$ cat src/rtl/bcd_updown_counter.sv
// Multi-digit BCD up/down counter stepped by rising edges of a slow divided tick.
// Supports synchronous clear, clamped parallel load, and a registered wrap pulse.
module bcd_updown_counter #(
    parameter int unsigned DIGITS = 4
) (
    input  logic                clk,
    input  logic                rst,
    input  logic                tick_in,
    input  logic                en,
    input  logic                up_dn,
    input  logic                clear,
    input  logic                load,
    input  logic [4*DIGITS-1:0] load_val,
    output logic [4*DIGITS-1:0] bcd,
    output logic                wrap,
    output logic                load_err
);

    logic                tick_q, tick_d;
    logic [4*DIGITS-1:0] bcd_q, bcd_d;
    logic                wrap_q, wrap_d;
    logic                load_err_q, load_err_d;

    logic                step;
    logic [4*DIGITS-1:0] stepped;
    logic                ripple_out;
    logic [4*DIGITS-1:0] clamped;
    logic                clamp_any;

    assign step = tick_in & ~tick_q & en;

    // Carry (up) or borrow (down) ripples through every digit in one cycle.
    always_comb begin
        logic       carry;
        logic [3:0] digit;
        stepped = bcd_q;
        carry   = 1'b1;
        for (int i = 0; i < int'(DIGITS); i++) begin
            digit = bcd_q[4*i +: 4];
            if (carry) begin
                if (up_dn) begin
                    if (digit == 4'd9) begin
                        stepped[4*i +: 4] = 4'd0;
                    end else begin
                        stepped[4*i +: 4] = digit + 4'd1;
                        carry             = 1'b0;
                    end
                end else begin
                    if (digit == 4'd0) begin
                        stepped[4*i +: 4] = 4'd9;
                    end else begin
                        stepped[4*i +: 4] = digit - 4'd1;
                        carry             = 1'b0;
                    end
                end
            end
        end
        ripple_out = carry;
    end

    always_comb begin
        clamped   = load_val;
        clamp_any = 1'b0;
        for (int i = 0; i < int'(DIGITS); i++) begin
            if (load_val[4*i +: 4] > 4'd9) begin
                clamped[4*i +: 4] = 4'd9;
                clamp_any         = 1'b1;
            end
        end
    end

    always_comb begin
        tick_d     = tick_in;
        bcd_d      = bcd_q;
        wrap_d     = 1'b0;
        load_err_d = 1'b0;
        if (clear) begin
            bcd_d = '0;
        end else if (load) begin
            bcd_d      = clamped;
            load_err_d = clamp_any;
        end else if (step) begin
            bcd_d  = stepped;
            wrap_d = ripple_out;
        end
    end

    // tick_q resets high so a tick already high at release is not a step.
    always_ff @(posedge clk or negedge rst) begin
        if (!rst) begin
            tick_q     <= 1'b1;
            bcd_q      <= '0;
            wrap_q     <= 1'b0;
            load_err_q <= 1'b0;
        end else begin
            tick_q     <= tick_d;
            bcd_q      <= bcd_d;
            wrap_q     <= wrap_d;
            load_err_q <= load_err_d;
        end
    end

    assign bcd      = bcd_q;
    assign wrap     = wrap_q;
    assign load_err = load_err_q;

endmodule

$ cat config.mk
export PLATFORM = sky130hd
export DESIGN_NAME = bcd_updown_counter
export DESIGN_NICKNAME = d
export VERILOG_FILES = /design/src/rtl/bcd_updown_counter.sv
export SDC_FILE = /design/constraint.sdc
export NUM_CORES = 1
export LEC_CHECK = 0
export CORE_MARGIN = 8
export CORE_UTILIZATION = 45
export CTS_CLUSTER_DIAMETER = 200
export CTS_CLUSTER_SIZE = 40
export DETAILED_ROUTE_END_ITERATION = 12
export PLACE_DENSITY = 0.74
export SLEW_MARGIN = 30
export SYNTH_ARGS = -nofsm -noshare
export SYNTH_HDL_FRONTEND = slang
export SYNTH_SLANG_ARGS = --single-unit
$ cat constraint.sdc
create_clock -name clk -period 3.43 [get_ports clk]
set_input_delay 0.5145 -clock clk [delete_from_list [all_inputs] [get_ports clk]]
set_output_delay 0.5145 -clock clk [all_outputs]
set_load 0.1 [all_outputs]
==> metrics.md, run 1 <==
| Metric | Value |
|---|---|
| H-Tree Depth | 1 |
| CTS buffer count | 3 |
| CTS tree | built |
| Post-CTS setup repair buffer count | 0 |
| Leakage power | 0.849 nW |
| Status | completed |
| Routed len/inst | roughly 16 um |
| Die span in x | between 70 and 80 um |
| CP Depth | 6 |
| Worst-margin pin slew | slightly below 1000 ps |
| Initial detailed-routing violation count | 155 |
| Ant diodes | 0 |
| Worst setup SP type | primary input |
| Crit path cell chain | clkdlybuf4s50_1, and3_1, o21ai_1, nor3_4, xnor2_1, a221oi_1 |
| Final period utilization | between 70% and 80% |
| Combinational fraction of design power | between 30 and 40% |
| CP Buf/Inv Count | 1 |
| GPL Wtd Cong | 0.840 |
| Largest net degree at the start of global routing | 26 |
| Sequential element share of the synthesized area | 28.1% |
| Slowest CP cell | o21ai_1 |
| Design Area, Final | approximately 2100 um^2 |
| DR vias/cell | between 5 and 6 |
| Post-route antenna net violation count | 0 |
| I/O Pins | 41 |
| Pwr per Cell Area | 328 nW/um^2 |
| Post-CTS resize count | 0 |
| RSZ-0062 raised after global routing | false |
| Ys flop type | dfrtp_1 |
| Pre-Repair DR Iteration Count | 4 |
| Total number of vias | between 1500 and 2000 |
| Worst Path Class, Setup | in -> reg |
| Async S/R FF share, synth | between 90% and 100% |
| Fillers | 367 |
| CP required | ~3600 ps |
| Row count | 22 |
| Initial antenna violation count | 0 |
| First-pass GRT wire length | 7.58 mm |
| Fraction of layout cells with a size suffix above 1 | 9.21% |
| VDD IR max | around 140 uV |
| Residual DRC count | 0 |
| Congestion Overflow GR | 0 |
| Area Growth Syn to Fin | 25.9% |
| Die height | between 70 and 80 um |
| Skew-Pair Late Insertion Delay | approximately 260 ps |
| Kind of end point of the critical path | flop |
| Clk pwr share | a little under a quarter |
| Final hold viol count | 0 |
| CP max stage delay | ~750 ps |
| Number of global-route vias before repair | 1610 |
| Top cells by area, synth | dfrtp_1, nor2_1, o21ai_0 |
| Synthesis warning total | 0 |
| Netlist Area Pre-Place | 1700 um^2 |
| Clk sink count | 19 |
| Crit Path Max Fanout | 11 |
| Final setup vio count | 0 |
| Pint | between 0.0004 and 0.0005 W |
| Slew HR | between 30% and 40% |
| #FFs+latches synth | 19 |
| Synth cell types | 59 |
| EDFF count, synth | 0 |
| Die area | about 6000 um^2 |
| Area after DPL | roughly 2100 um^2 |
| Post-route minimum period | 2600 ps |
| Final #Nets | approximately 270 |
| Number of max-cap violations | 0 |
| Min-Delay Path Class | in -> async |
| CP top delay family | compound AO/OA/AOI/OAI gates |
| Sequential Power Share | about two fifths |
| Hpwl dp | between 3 and 4 mm |
| Largest area contributor in the netlist | dfrtp_1 |
| Post-route setup TNS | 0 ps |
| Commonest non-fill, non-tap cell in the layout | clkdlybuf4s50_1 |
| F_max | ~380 MHz |
| Fin. max-slew vios | 0 |
| Sw Ratio | 41.2% |
| R2R cell count | 7 |
| CTS root buf | clkbuf_8 |
| Port-buffer cells | 40 |
| GRT Util Overall | approximately 15% |
| Final Skew | roughly 2.4 ps |
| Final wirelength | between 4 and 5 mm |
| Post-Syn Instances | between 200 and 250 |
| Yosys top cell area share | about a quarter |
| Syn_nets | roughly 240 |
| CTS Hold Bufs | 0 |
| NetSw | 0.000289 W |
| Crit path DAT | ~2800 ps |
| Worst-path clk slew | ~70 ps |
| Core Region | roughly 3600 um^2 |
| Synthesized area per cell | ~8.2 um^2 |
| Commonest non-fill, non-tap cells in the layout | clkdlybuf4s50_1, nor2_1, dfrtp_1, o21ai_0 |
| Initial Utilization | a little under half |
| Clk buf depth | 2 |
-- sequential cells by signal, indices dropped and copies added, names as in the netlist --
register	cells
bcd	16
tick_q	1
wrap	1
load_err	1
-- area by class of cell --
cell class / instances / area, um^2 / area share [%]
well taps: 48 / 60.1 / 2.81
repair buffers: 43 / 418 / 19.6
inverters: 10 / 37.5 / 1.76
clock buffers: 4 / 45.0 / 2.11
multi-input cells: 163 / 1100 / 51.4
flip-flops and latches: 19 / 477 / 22.3
-- layer usage --
metal  track usage, %  part of all wire [%]  vias to the layer above
li1                 -                     -                      843
met1             18.9                    46                      800
met2             24.4                    47                       48
met3             3.11                   5.8                        4
met4             3.96                  0.75                        0
met5                0                     0                        -
-- Yosys cell counts, types with 2 or more instances --
cell       n
clkbuf_1   6
o21bai_1   2
o41a_1     2
nand3b_1   5
xnor2_1    4
o21ai_1    6
nor3_1     6
nand3_1    4
a31o_1     2
a21oi_1    8
ha_1       4
xor2_1     3
inv_1     10
a221oi_1   6
a211o_1    2
mux2i_1    3
nand4b_1   2
and2_1     3
nor2_1    23
dfrtp_1   18
o21ai_0   16
nand2_1   10
nor4_1     2
nand2b_1   5
a31oi_1    3
a211oi_1   2
buf_6      2
buf_2      7
nand4_1    2
a311oi_1   2
and3_1    10
-- metrics by stage --
step                instances  setup slack [ps]  util, %  power [W]  hold WS, ps
finish                    287               831     58.7   0.000701          191
global placement          283               656     57.6   0.000544          700
detailed placement        283               571     57.6   0.000545          690
global route              287               653     58.7   0.000733          218
floorplan                 208               930        -   0.000463          219
CTS                       287               811     58.9   0.000703          715
-- power by group through the flow --
stage	Combinational (W)	Clock [W]	Sequential (W)
after floorplan	0.000116	0	0.000347
after global placement	0.000273	0	0.000271
after detailed placement	0.000274	0	0.000271
after CTS	0.000275	0.000161	0.000266
after global routing	0.000294	0.000168	0.000271
final	0.000274	0.000159	0.000267
-- final timing paths --
path	start	endpoint	slack (ps)
max	up_dn	bcd[8]	830
min	rst	bcd[4]	190
max reg2reg	bcd[0]	bcd[8]	1030
min reg2reg	bcd[2]	bcd[2]	720
max in group asynchronous	rst	tick_q	2910
min in group clk	bcd[2]	bcd[2]	720
-- kinds of logic after synthesis --
kind of cell / count (synthesis) / share of synthesized area [%]
compound gates: 67 / 28.6
xor+xnor: 7 / 3.62
fa+ha+maj: 4 / 2.95
buf+inv: 26 / 7.16
flops: 19 / 28.1
mux: 3 / 1.77
simple gates: 82 / 27.8
(Power assumes the default switching activity.)
==> run 2: changes to the inputs <==
clock period = 2.4 ns   (was 3.43 ns; I/O delays follow)
==> run 2 against run 1 <==
Compared with the run above:
- register-to-register slack got worse by 790 ps
- clock skew increased by 2.7 ps
- routed wire length increased by 3.6%
- hold slack better by 240 ps
- non-clock buffer count is 4 higher
- largest cell class unchanged
- design area fell by 0.29%
- final cell count grew 1.4%
==> metrics.md, run 2 (synthesized netlist as in run 1, its figures left out) <==
| Metric | Value |
|---|---|
| Status | completed (unchanged) |
| Pwr per Cell Area | 473 nW/um^2 (was 328 nW/um^2) |
| Congestion Overflow GR | 0 (unchanged) |
| Number of global-route vias before repair | 1615 (was 1610) |
| R2R cell count | 8 (was 7) |
| Fin. max-slew vios | 0 (unchanged) |
| CTS Hold Bufs | 0 (unchanged) |
| I/O Pins | 41 (unchanged) |
| Finished Layout Cells | 291 (was 287) |
| Largest net degree at the start of global routing | 20 (was 26) |
| Slowest CP cell | dfrtp_2 (was o21ai_1) |
| CP max stage delay | 450 ps (was 750 ps) |
| Final #Nets | 271 (was 267) |
| Final wirelength | 4.68 mm (was 4.52 mm) |
| Worst setup SP type | flop (was primary input) |
| Kind of end point of the critical path | flop (unchanged) |
| Final setup vio count | 0 (unchanged) |
| Die span in x | 77.4 um (unchanged) |
| Final Skew | 5.09 ps (was 2.37 ps) |
| Core Region | 3630 um^2 (unchanged) |
| Crit path DAT | 2340 ps (was 2750 ps) |
| Post-route minimum period | 2160 ps |
| Leakage power | 0.880 nW (was 0.849 nW) |
| CTS tree | built (unchanged) |
| Routed len/inst | 16.1 um (was 15.8 um) |
| VDD IR max | 199 uV (was 144 uV) |
| CTS buffer count | 3 (unchanged) |
| Util after Layout | 58.6% (was 58.7%) |
| Hpwl dp | 3.48 mm (was 3.38 mm) |
| Post-CTS setup repair buffer count | 0 (unchanged) |
| Power, Total | 0.00101 W (was 0.000701 W) |
| Fraction of layout cells with a size suffix above 1 | 16.9% (was 9.21%) |
| Min-Delay Path Class | in -> async (unchanged) |
| GRT Util Overall | 15.2% (was 14.7%) |
| CTS root buf | clkbuf_8 (unchanged) |
| H-Tree Depth | 1 (unchanged) |
| Crit Path Max Fanout | 6 (was 11) |
| Area Growth Syn to Fin | 25.5% (was 25.9%) |
| Initial detailed-routing violation count | 149 (was 155) |
| Commonest non-fill, non-tap cells in the layout | buf_4, nor2_1, clkdlybuf4s50_1, o21ai_0, dfrtp_1 (was clkdlybuf4s50_1, nor2_1, dfrtp_1, o21ai_0) |
| DP Cell Count | 287 (was 283) |
| Total number of vias | 1754 (was 1695) |
| Die height | 77.4 um (unchanged) |
| Row count | 22 (unchanged) |
| Storage element area | 480 um^2 (was 477 um^2) |
| Pre-Repair DR Iteration Count | 4 (unchanged) |
| Skew-Pair Late Insertion Delay | 260 ps (about the same) |
| Worst Path Class, Setup | reg -> reg (was in -> reg) |
| Clk sink count | 19 (unchanged) |
| Max reg flops | 16 (unchanged) |
| Ant diodes | 0 (unchanged) |
| Multi-input gate area | 1100 um^2 (unchanged) |
| Initial Utilization | 46.7% (unchanged) |
| Final hold viol count | 0 (unchanged) |
| DR vias/cell | 6.03 (was 5.91) |
| CP required | 2570 ps (was 3580 ps) |
| Die area | 5990 um^2 (unchanged) |
| Number of max-cap violations | 0 (unchanged) |
| Residual DRC count | 0 (unchanged) |
| Post-route antenna net violation count | 0 (unchanged) |
| Port-buffer cells | 40 (unchanged) |
| F_max | approximately 460 MHz |
| Worst-margin pin slew | 532 ps (was 971 ps) |
| Commonest non-fill, non-tap cell in the layout | buf_4 (was clkdlybuf4s50_1) |
| Crit path cell chain | inv_1, ha_1, nor3b_1, o21ai_1, buf_4, nor4_4, xnor2_1, a221oi_2 (was clkdlybuf4s50_1, and3_1, o21ai_1, nor3_4, xnor2_1, a221oi_1) |
| Clk buf depth | 2 (unchanged) |
| Initial antenna violation count | 0 (unchanged) |
| Post-CTS resize count | 0 (unchanged) |
| RSZ-0062 raised after global routing | false (unchanged) |
| Post-route setup TNS | 0 ps (unchanged) |
| Final period utilization | about nine tenths |
| GPL Wtd Cong | 0.857 (was 0.840) |
| Worst-path clk slew | 80 ps (was 70 ps) |
| First-pass GRT wire length | 7.75 mm (was 7.58 mm) |
| Slew HR | 64.5% (was 35.0%) |
| Fillers | 370 (was 367) |
run 2: changes by cell type in the layout (fill, tap and decap cells not counted), sizes merged:
cell | previous run | this run
buf | 9 | 25
clkdlybuf4s50 | 34 | 22
run 2: worst max-delay path: cells and delay by family, from the launching register on:
family                     cells  cell delay (ps)
xor gates and xnor gates       1              120
buffers and inverters          2              310
AOI/OAI and AO/OA              2              440
and+or+nand+nor                2              530
DFF                            1              450
adders and majority gates      1              230
run 2: cell type report:
cell class,instances,area share [%]
multi-input cells,163,51.6
flip-flops and latches,19,22.6
repair buffers,47,19.2
well taps,48,2.82
clock buffers,4,2.12
inverters,10,1.76
run 2: path summary, 6_finish.rpt:
kind / startpoint / endpoint / slack (ps)
max: bcd[0] / bcd[12] / 240
min: rst / bcd[12] / 440
max reg2reg: bcd[0] / bcd[12] / 240
min reg2reg: bcd[7] / bcd[7] / 690
max in group asynchronous: rst / tick_q / 1690
min in group clk: tick_in / tick_q / 560
run 2: power by group:
part | switching (W) | internal (W) | total [W]
Combinational | 0.000263 | 0.000130 | 0.000392
Clock | 0.000115 | 0.000118 | 0.000233
Sequential | 0.0000429 | 0.000340 | 0.000382
Total | 0.000420 | 0.000587 | 0.00101
run 2: per-layer routing:
metal  up-vias  global-route usage (%)  wire length [um]
met3         4                    3.34               308
met4         0                    2.83                29
met5         -                       0                 0
met2        56                    24.8              2180
li1        851                       -                 -
met1       843                    20.3              2170
run 2: metrics by stage:
step	hold WS, ps	cell area, um^2	worst slack, ps
detailed placement	682	2080	49.7
global placement	687	2080	126
finish	436	2130	237
floorplan	64.4	1700	68.6
CTS	445	2130	236
global route	461	2130	6.05
